--- config.mk ---
export PLATFORM = sky130hd
export DESIGN_NAME = counter_up_ctl
export DESIGN_NICKNAME = d
export VERILOG_FILES = /design/src/rtl/counter_pkg.sv /design/src/rtl/counter_up_ctl.sv
export SDC_FILE = /design/constraint.sdc
export NUM_CORES = 1
export LEC_CHECK = 0
export ABC_AREA = 1
export ABC_CLOCK_PERIOD_IN_PS = 1400
export CAP_MARGIN = 20
export CORE_MARGIN = 1.5
export CORE_UTILIZATION = 40
export DETAILED_ROUTE_END_ITERATION = 12
export HOLD_SLACK_MARGIN = 0.05
export PLACE_DENSITY = 0.8
export SLEW_MARGIN = 20
export SYNTH_ARGS = -nofsm -noshare
export SYNTH_HDL_FRONTEND = slang
export SYNTH_SLANG_ARGS = --single-unit
--- constraint.sdc ---
create_clock -name clk -period 1.4 [get_ports clk]
set_input_delay 0.28 -clock clk [delete_from_list [all_inputs] [get_ports clk]]
set_output_delay 0.28 -clock clk [all_outputs]
set_load 0.02 [all_outputs]
--- src/rtl/counter_pkg.sv ---
// Shared types and defaults for the up/down counter family.
package counter_pkg;

   localparam int DW_DEF    = 8;
   localparam int WIDTH_DEF = 7;

   typedef enum logic [1:0] {
      IDLE = 2'd0,
      RUN  = 2'd1,
      HALT = 2'd2
   } cnt_state_t;

endpackage

--- src/rtl/counter_up_ctl.sv ---
// Count-up controller: counts 0..WIDTH under start/stop/ena control,
// either wrapping (counting laps) or halting at the terminal count.
module counter_up_ctl
   import counter_pkg::*;
#(
   parameter int dw    = DW_DEF,
   parameter int WIDTH = WIDTH_DEF,
   parameter bit WRAP  = 1'b1
) (
   input  logic          clk,
   input  logic          reset,
   input  logic          start,
   input  logic          stop,
   input  logic          ena,
   input  logic          load,
   input  logic [dw-1:0] load_val,
   output logic [dw-1:0] result,
   output logic          busy,
   output logic          done,
   output logic [dw-1:0] laps
);

   localparam logic [dw-1:0] TERM = dw'(WIDTH);
   localparam logic [dw-1:0] ONE  = dw'(1);
   localparam logic [dw-1:0] MAXV = '1;

   if (WIDTH < 0 || WIDTH >= (2 ** dw)) begin : g_width_chk
      $error("counter_up_ctl: WIDTH must fit in dw bits");
   end

   cnt_state_t    state;
   logic [dw-1:0] load_sat;

   // A preset never leaves the count beyond the terminal value.
   assign load_sat = (load_val > TERM) ? TERM : load_val;

   always_ff @(posedge clk or negedge reset) begin
      if (!reset) begin
         state  <= IDLE;
         result <= '0;
         laps   <= '0;
         busy   <= 1'b0;
         done   <= 1'b0;
      end else begin
         done <= 1'b0;
         if (load) begin
            result <= load_sat;
         end else if (stop && state != IDLE) begin
            state <= IDLE;
            busy  <= 1'b0;
         end else if (start) begin
            result <= '0;
            laps   <= '0;
            state  <= RUN;
            busy   <= 1'b1;
         end else if (ena && state == RUN) begin
            if (result >= TERM) begin
               done <= 1'b1;
               if (WRAP) begin
                  result <= '0;
                  if (laps != MAXV) laps <= laps + ONE;
               end else begin
                  state <= HALT;
                  busy  <= 1'b0;
               end
            end else begin
               result <= result + ONE;
            end
         end
      end
   end

endmodule

==> impl_metrics.csv, run 1 <==
group,metric,value,unit
sta,final-setup-viol-count,0,
logic_synthesis,synth.top_cell.area_share,44.3,%
routing,viasPerCell,5.00,
placement,place_inst,206,
pwr,peakVddDrop,634,µV
layout,drive_above_1_share,19.2,%
logic_synthesis,synth.distinct_cells,26,
cts,cts_tree,"done",
logic_synthesis,avgSynthCellArea,7.42,µm²
logic_synthesis,yosys.area_share.xor_xnor,1.72,%
sta,tightest_slew,292,ps
sta,timing.fmax,717,MHz
placement,dpl.hpwl,1890,µm
critical_path,crit_family,"flip-flops",
pwr,p_per_area,950,nW/µm²
layout,utilization,61.2,%
critical_path,end_kind,"primary output",
critical_path,crit_buf_inv,1,
min_path,hold_class,"primary input to async pin",
sta,final.min_clock_period,1390,ps
cts,clock-root-buffer,"clkbuf_4",
cts,clockBufferDepth,2,
routing,ant_nets,0,
run,maxCapViolCount,0,
pwr,p_leak,0.727,nW
cts,h-tree-depth,1,
floorplan,die_x,53.4,µm
grt,grt_pass1_vias,985,
cts,clk_pin_slew,120,ps
critical_path,timing.rr.end,"laps[6]",
critical_path,cp_cell_sequence,"dlygate4sd2_1",
logic_synthesis,synth_compound_area_share,6.53,%
critical_path,required,1120,ps
logic_synthesis,yosys_warnings,0,
sta,finalClockSkew,16.5,ps
logic_synthesis,ys_ff_latch,18,
critical_path,worst_path_largest_cell_delay,450,ps
logic_synthesis,postSynthCellCount,137,
critical_path,crit_path_top_delay_cell,"dfrtp_1",
critical_path,reg2reg_depth,8,
routing,routed_wl,2480,µm
routing,num_vias,1061,
layout,nets,199,
layout,diodes,0,
logic_synthesis,synth_top_family_by_area,"simple AND/OR/NAND/NOR gates",
critical_path,critPathKind,"flop to primary output",
cts,postCtsHoldBufs,0,
routing,first_pass_iters,4,
logic_synthesis,muxShareOfSynthArea,0,%
critical_path,reg2reg_from,"laps[1]",
routing,drt_iter0_markers,11,
floorplan,rows,18,
routing,routedWlPerCell,11.7,µm
sta,grt_setup_unrepaired,"yes",
sta,relSlewSlack,80.4,%
run_status,status,"completed",
grt,antenna_found_initial,0,
critical_path,r2r_setup_slack,40,ps
logic_synthesis,synth_adder_area_share,2.46,%
logic_synthesis,synth.largest_area_cell,"dfrtp_1",
logic_synthesis,yosysSeqAreaShare,44.3,%
cts,cts_sinks,18,
critical_path,cp.arrival,1110,ps
layout,final_cell_count_no_fill,212,
critical_path,crit_end,"laps[2]",
grt,gr-total-overflow,0,
logic_synthesis,syn-cell-area,1020,µm²
logic_synthesis,synthSimpleGateAreaFrac,39.4,%
sta,hold_viol,0,
logic_synthesis,syn-num-nets,153,
routing,drc,0,
floorplan,dieArea,2850,µm²
logic_synthesis,synth_top_cells_by_area,"dfrtp_1 (44%), nand2_1 (18%), nor2_1 (8.1%)",
grt,grt_first_pass_wirelength,4080,µm
sta,slew_violations,0,
grt,grt_max_degree,19,
placement,portBuffers,31,
placement,place_congestion,0.869,
floorplan,dieHeight,53.4,µm
grt,grt_usage,19.9,%
critical_path,path_depth,1,
sta,fin_crit_sh,99.6,%
critical_path,crit_start,"laps[2]",
cts,clkLatencyLatePin,310,ps
critical_path,critical_path.max_fanout,5,
cts,cts_buffers,3,
critical_path,start_kind,"flop",
floorplan,start_util,41.8,%
layout,syn_to_final_growth,46.4,%
floorplan,io_pins,32,
floorplan,fp.coreArea,2430,µm²
## synthesized netlist by cell type
cell	number
ha_1	2
nor3b_1	1
nor3_2	1
dfrtp_1	18
nor2_1	22
o211ai_1	1
a21oi_2	1
inv_2	2
nor2_4	1
o22ai_1	1
nand3b_1	1
nor2_2	1
nor3_1	2
nor4_1	1
buf_4	1
nand3_2	1
o21bai_1	1
nand3_1	8
inv_1	11
xnor2_1	1
nand2_2	4
o21ai_0	3
a21oi_4	1
nand2_1	49
xor2_1	1
o21ai_1	1
## cells in the final DEF (no fill, tap or decap), types with 2 or more instances in the layout
cell	n
clkdlybuf4s50_1	13
buf_4	11
nor2_4	2
dfrtp_1	18
dlygate4sd2_1	17
inv_1	11
nand2_2	7
nor2_1	21
o21ai_0	3
ha_2	2
nand2_1	46
clkbuf_4	3
nand3_1	8
inv_2	2
## flip-flops by register name (all words and copies together), names as in the netlist
name	flops
busy	1
done	1
laps	8
result	8
## what timing repair did
| item | in CTS | in global routing |
|---|---|---|
| gates resized for setup | 19 | 9 |
| setup buffers | 0 | 2 |
| endpoints found under the setup margin | 21 | 16 |
| pin swaps | 1 | 2 |
## cell type report
type | instances | area (µm²)
Tap cell | 30 | 37.5
Clock buffer | 4 | 36.3
Inverter | 13 | 48.8
Timing Repair Buffer | 42 | 367
Fill cell | 241 | 945
Sequential cell | 18 | 450
Multi-Input combinational cell | 105 | 548
## per-stage QoR
step | total power [mW] | setup TNS [ps] | setup slack, ps | area, µm² | hold slack [ps]
CTS | 1.39 | 0 | 5.71 | 1450 | 298
finish | 1.41 | 0 | 5.16 | 1490 | 284
global placement | 1.07 | -1450 | -119 | 1430 | 500
detailed placement | 1.09 | -1580 | -125 | 1430 | 506
floorplan | 0.861 | 0 | 12.8 | 1030 | -15.6
global route | 1.49 | -242 | -52.8 | 1490 | 321
## cell families after synthesis
family / after synthesis
AO/OA/AOI/OAI: 9
XOR/XNOR: 2
adder cells (fa/ha/maj): 2
buffers and inverters: 14
flip-flops: 18
AND/OR/NAND/NOR: 92
## worst min-delay path by stage
stage,start,endpoint,slack (ps),depth (start not counted)
2_1_floorplan,reset,busy,-20,0
3_3_place_gp,result[5],result[5],500,2
3_5_place_dp,result[5],result[5],510,2
4_1_cts,reset,laps[5],300,2
5_1_grt,reset,laps[0],320,2
6_report,reset,laps[5],280,2
## report_power, final
part	total [mW]	internal, mW	leakage, nW	switching (mW)
combinational	0.460	0.201	0.468	0.259
sequential	0.617	0.568	0.238	0.0492
clock	0.336	0.159	0.0210	0.177
total	1.41	0.927	0.727	0.485
## routing by layer
metal	global-route usage (%)	part of all wire (%)	vias to the layer above
met4	8.55	2.4	0
li1	-	-	519
met1	24.2	42	498
met2	34.0	51	39
met3	3.39	4.8	5
met5	0	0	-
(Power assumes the default switching activity.)
==> run 2: changes to the inputs <==
- ABC_CLOCK_PERIOD_IN_PS: 1400 -> 1590
- PLACE_DENSITY: 0.8 -> 0.77
- SLEW_MARGIN: 20 -> 10
- clock period: 1.4 -> 1.59 ns (I/O delays scaled with it)
==> impl_metrics.csv, run 2 (synthesis gave the netlist of run 1 again) <==
group,metric,value,unit
run_status,status,"completed",
critical_path,end_kind,"flop",
cts,h-tree-depth,1,
critical_path,critical_path.max_fanout,8,
pwr,p_per_area,840,nW/µm²
grt,gr-total-overflow,0,
routing,first_pass_iters,4,
layout,drive_above_1_share,12.0,%
sta,final.min_clock_period,1500,ps
pwr,peakVddDrop,485,µV
floorplan,io_pins,32,
placement,dpl_cell_area,1390,µm²
cts,clkLatencyLatePin,300,ps
sta,fin_setup_tns,0,ps
pwr,total_power,1.18,mW
pwr,swShare,33.9,%
critical_path,reg2reg_from,"result[0]",
cts,cts_buffers,3,
routing,drc,0,
sta,relSlewSlack,77.0,%
layout,final_cell_mix,"nand2_1 (49), nor2_1 (22), dfrtp_1 (17), dlygate4sd2_1 (17), clkdlybuf4s50_1 (13)",
floorplan,die_x,53.4,µm
placement,portBuffers,31,
routing,viasPerCell,4.86,
layout,final_cell_count_no_fill,205,
cts,postCtsHoldBufs,0,
cts,clock-root-buffer,"clkbuf_4",
routing,met1_length,1060,µm
floorplan,rows,18,
sta,finalClockSkew,10.4,ps
floorplan,dieArea,2850,µm²
layout,diodes,0,
min_path,hold_class,"primary input to async pin",
cts,clockBufferDepth,2,
layout,reg_top3,"laps: 8 flops, result: 8 flops",
sta,grt_setup_unrepaired,"no",
floorplan,start_util,41.8,%
layout,utilization,57.8,%
grt,grt_max_degree,19,
routing,wl_met2,1140,µm
pwr,p_leak,0.704,nW
run,maxCapViolCount,0,
critical_path,r2r_setup_slack,90,ps
sta,hold-worst-slack,348,ps
pwr,p_comb_share,28.2,%
layout,nets,192,
cts,cts_setup_buffers,0,
placement,post-place-ws,-7.20,ps
critical_path,required,1780,ps
sta,hold_viol,0,
critical_path,timing.rr.end,"laps[5]",
floorplan,fp.coreArea,2430,µm²
grt,grt_usage,17.7,%
grt,grt_pass1_vias,934,
grt,grt_first_pass_wirelength,3790,µm
placement,place_congestion,0.771,
routing,dr.max_layer_used,"met4",
cts,cts_tree,"done",
pwr,p_sw,0.400,mW
sta,tightest_slew,343,ps
critical_path,reg2reg_depth,7,
critical_path,start_kind,"flop",
routing,ant_nets,0,
critical_path,critPathKind,"flop to flop",
sta,fin_crit_sh,94.4,%
sta,final-setup-viol-count,0,
routing,routed_wl,2320,µm
routing,num_vias,997,
sta,slew_violations,0,
routing,drt_iter0_markers,14,
layout,fin_area,1410,µm²
layout,mostFrequentLayoutCell,"nand2_1",
critical_path,cp.arrival,1690,ps
pwr,p_seq_share,47.6,%
sta,fin_ws,89.0,ps
floorplan,dieHeight,53.4,µm
grt,antenna_found_initial,0,
placement,dpl.hpwl,1700,µm
layout,syn_to_final_growth,38.3,%
routing,wl_met3,106,µm
sta,timing.fmax,666,MHz
cts,cts_sinks,18,
placement,place_inst,201,
cts,clk_pin_slew,110,ps
pwr,clkPwrFrac,24.3,%
routing,routedWlPerCell,11.3,µm
pwr,intPower,0.781,mW
## run 2: how the worst max path moves through the flow
stage          startpoint         to  slack (ps)  cells past startpoint
2_1_floorplan   result[0]    laps[3]         150                      7
3_3_place_gp        start  result[2]          30                      5
3_5_place_dp        start    laps[4]          -7                      9
4_1_cts              done       done          40                      1
5_1_grt         result[0]    laps[6]          20                      7
6_report        result[0]    laps[5]          90                      7
## run 2: metal layers
metal	vias to the layer above	global-route usage, %
met5	-	0
met2	34	31.1
met3	2	2.54
met1	455	22.8
li1	506	-
met4	0	3.85
## run 2: critical path, stage by stage (launching register included)
cell and delay [ps]:
dfrtp_1 450, ha_1 240, nand2_1 70, nand2_1 70
nor3_1 320, nor2_4 120, nand2_1 80, nand2_1 40
## run 2: area by class of cell
class / instances / area, µm²
Fill cell: 239 / 1030
Multi-Input combinational cell: 105 / 509
Sequential cell: 18 / 452
Timing Repair Buffer: 35 / 322
Inverter: 13 / 48.8
Tap cell: 30 / 37.5
Clock buffer: 4 / 36.3
## run 2: what timing repair did
item / in CTS / in global routing
endpoints found under the setup margin: 17 / 4
gates resized for setup: 17 / 2
gates cloned: 0 / 0
## run 2: power by group through the flow
stage                     clock network (mW)  logic, mW  registers, mW
after floorplan                            0      0.145          0.610
after detailed placement                   0      0.365          0.571
after global placement                     0      0.356          0.566
after global routing                   0.318      0.367          0.571
after CTS                              0.291      0.337          0.561
final                                  0.286      0.333          0.562
==> run 3: changes to the inputs <==
- RECOVER_POWER: default -> 100
==> impl_metrics.csv, run 3 (synthesis gave the netlist of run 1 again) <==
group,metric,value,unit
cts,clkLatencyLatePin,300,ps
pwr,p_sw,0.397,mW
cts,clk_pin_slew,110,ps
pwr,intPower,0.773,mW
sta,hold_viol,0,
grt,use_met1,22.8,%
layout,final_cell_mix,"nand2_1 (50), nor2_1 (23), dfrtp_1 (17), dlygate4sd2_1 (17), clkdlybuf4s50_1 (13)",
layout,diodes,0,
floorplan,dieHeight,53.4,µm
layout,nets,192,
cts,cts_tree,"done",
cts,cts_buffers,3,
routing,routed_wl,2280,µm
min_path,holdPathStages,2,
grt,met3_usage,2.54,%
critical_path,reg2reg_from,"result[0]",
floorplan,start_util,41.8,%
grt,grt_max_degree,19,
pwr,p_comb_share,27.5,%
run_status,status,"completed",
sta,slew_violations,0,
placement,portBuffers,31,
critical_path,critical_path.max_fanout,8,
sta,finalClockSkew,10.2,ps
routing,routedWlPerCell,11.1,µm
sta,fin_setup_tns,0,ps
cts,clockBufferDepth,2,
critical_path,required,1780,ps
routing,drt_iter0_markers,11,
pwr,clkPwrFrac,24.4,%
sta,fin_crit_sh,93.4,%
grt,grt_first_pass_wirelength,3790,µm
sta,relSlewSlack,33.8,%
routing,ant_nets,0,
placement,place_congestion,0.771,
grt,gr-total-overflow,0,
layout,drive_above_1_share,8.00,%
floorplan,io_pins,32,
sta,grt_setup_unrepaired,"no",
grt,grt_util_met2,31.1,%
floorplan,fp.coreArea,2430,µm²
layout,syn_to_final_growth,35.5,%
critical_path,reg2reg_depth,7,
grt,grt_usage,17.7,%
floorplan,dieArea,2850,µm²
cts,clock-root-buffer,"clkbuf_4",
sta,timing.fmax,673,MHz
cts,cts_sinks,18,
sta,final-setup-viol-count,0,
cts,h-tree-depth,1,
grt,antenna_found_initial,0,
pwr,p_seq_share,48.1,%
pwr,swShare,33.9,%
min_path,hold_class,"flop to flop",
pwr,p_leak,0.673,nW
critical_path,critPathKind,"flop to flop",
floorplan,die_x,53.4,µm
critical_path,start_kind,"flop",
routing,first_pass_iters,4,
routing,viasPerCell,4.83,
routing,num_vias,991,
min_path,worstHoldStart,"result[4]",
sta,final.min_clock_period,1490,ps
critical_path,cp.arrival,1670,ps
floorplan,rows,18,
layout,reg_top3,"laps: 8 flops, result: 8 flops",
pwr,peakVddDrop,457,µV
grt,busiest_layer,"met2",
placement,dpl.hpwl,1700,µm
sta,tightest_slew,993,ps
pwr,p_per_area,850,nW/µm²
routing,drc,0,
grt,grt_pass1_vias,934,
cts,postCtsHoldBufs,0,
run,maxCapViolCount,0,
critical_path,end_kind,"flop",
layout,utilization,56.6,%
layout,mostFrequentLayoutCell,"nand2_1",
critical_path,crit_start,"result[0]",
-- run 3: final cells by class --
| type | count | area [µm²] |
|---|---|---|
| Fill cell | 244 | 1060 |
| Multi-Input combinational cell | 105 | 500 |
| Sequential cell | 18 | 452 |
| Timing Repair Buffer | 35 | 302 |
| Inverter | 13 | 48.8 |
| Tap cell | 30 | 37.5 |
| Clock buffer | 4 | 36.3 |
-- run 3: final timing paths --
kind	slack, ps	to
max in group asynchronous	300	laps[0]
hold reg to reg	510	result[4]
setup / recovery	100	laps[5]
hold / removal	510	result[4]
setup reg to reg	100	laps[5]
min in group asynchronous	620	result[1]
-- run 3: stage by stage --
step	cell area [µm²]	hold WS, ps	power, mW	std cells	setup slack [ps]
5_1_grt	1380	541	1.25	205	7.93
3_3_place_gp	1390	501	0.922	201	32.9
3_5_place_dp	1390	507	0.936	201	-7.20
2_1_floorplan	1020	22.4	0.755	137	147
6_report	1380	515	1.17	205	105
4_1_cts	1400	360	1.19	205	36.4
-- run 3: timing repair --
item / CTS / global route
pin swaps: 0 / 0
endpoints found under the setup margin: 17 / 4
resized for setup: 17 / 2
buffers inserted: 0 / 0
-- run 3: routing by layer --
metal | share of wire (%) | routed length (µm)
met4 | 0.35 | 8
met5 | 0 | 0
met3 | 4.3 | 98
met2 | 48 | 1090
met1 | 47 | 1080
-- run 3: critical path, cell delays in order, from the launching register on --
cell,delay [ps]
dfrtp_1,450
ha_1,230
nand2_1,70
nand2_1,60
nor3_1,320
nor2_4,120
nand2_1,80
nand2_1,50
-- run 3: power groups by stage --
stage	Sequential (mW)	Combinational [mW]	Clock, mW
final	0.562	0.322	0.286
after CTS	0.561	0.337	0.291
after global routing	0.571	0.358	0.318
after detailed placement	0.571	0.365	0
after floorplan	0.610	0.145	0
after global placement	0.566	0.356	0
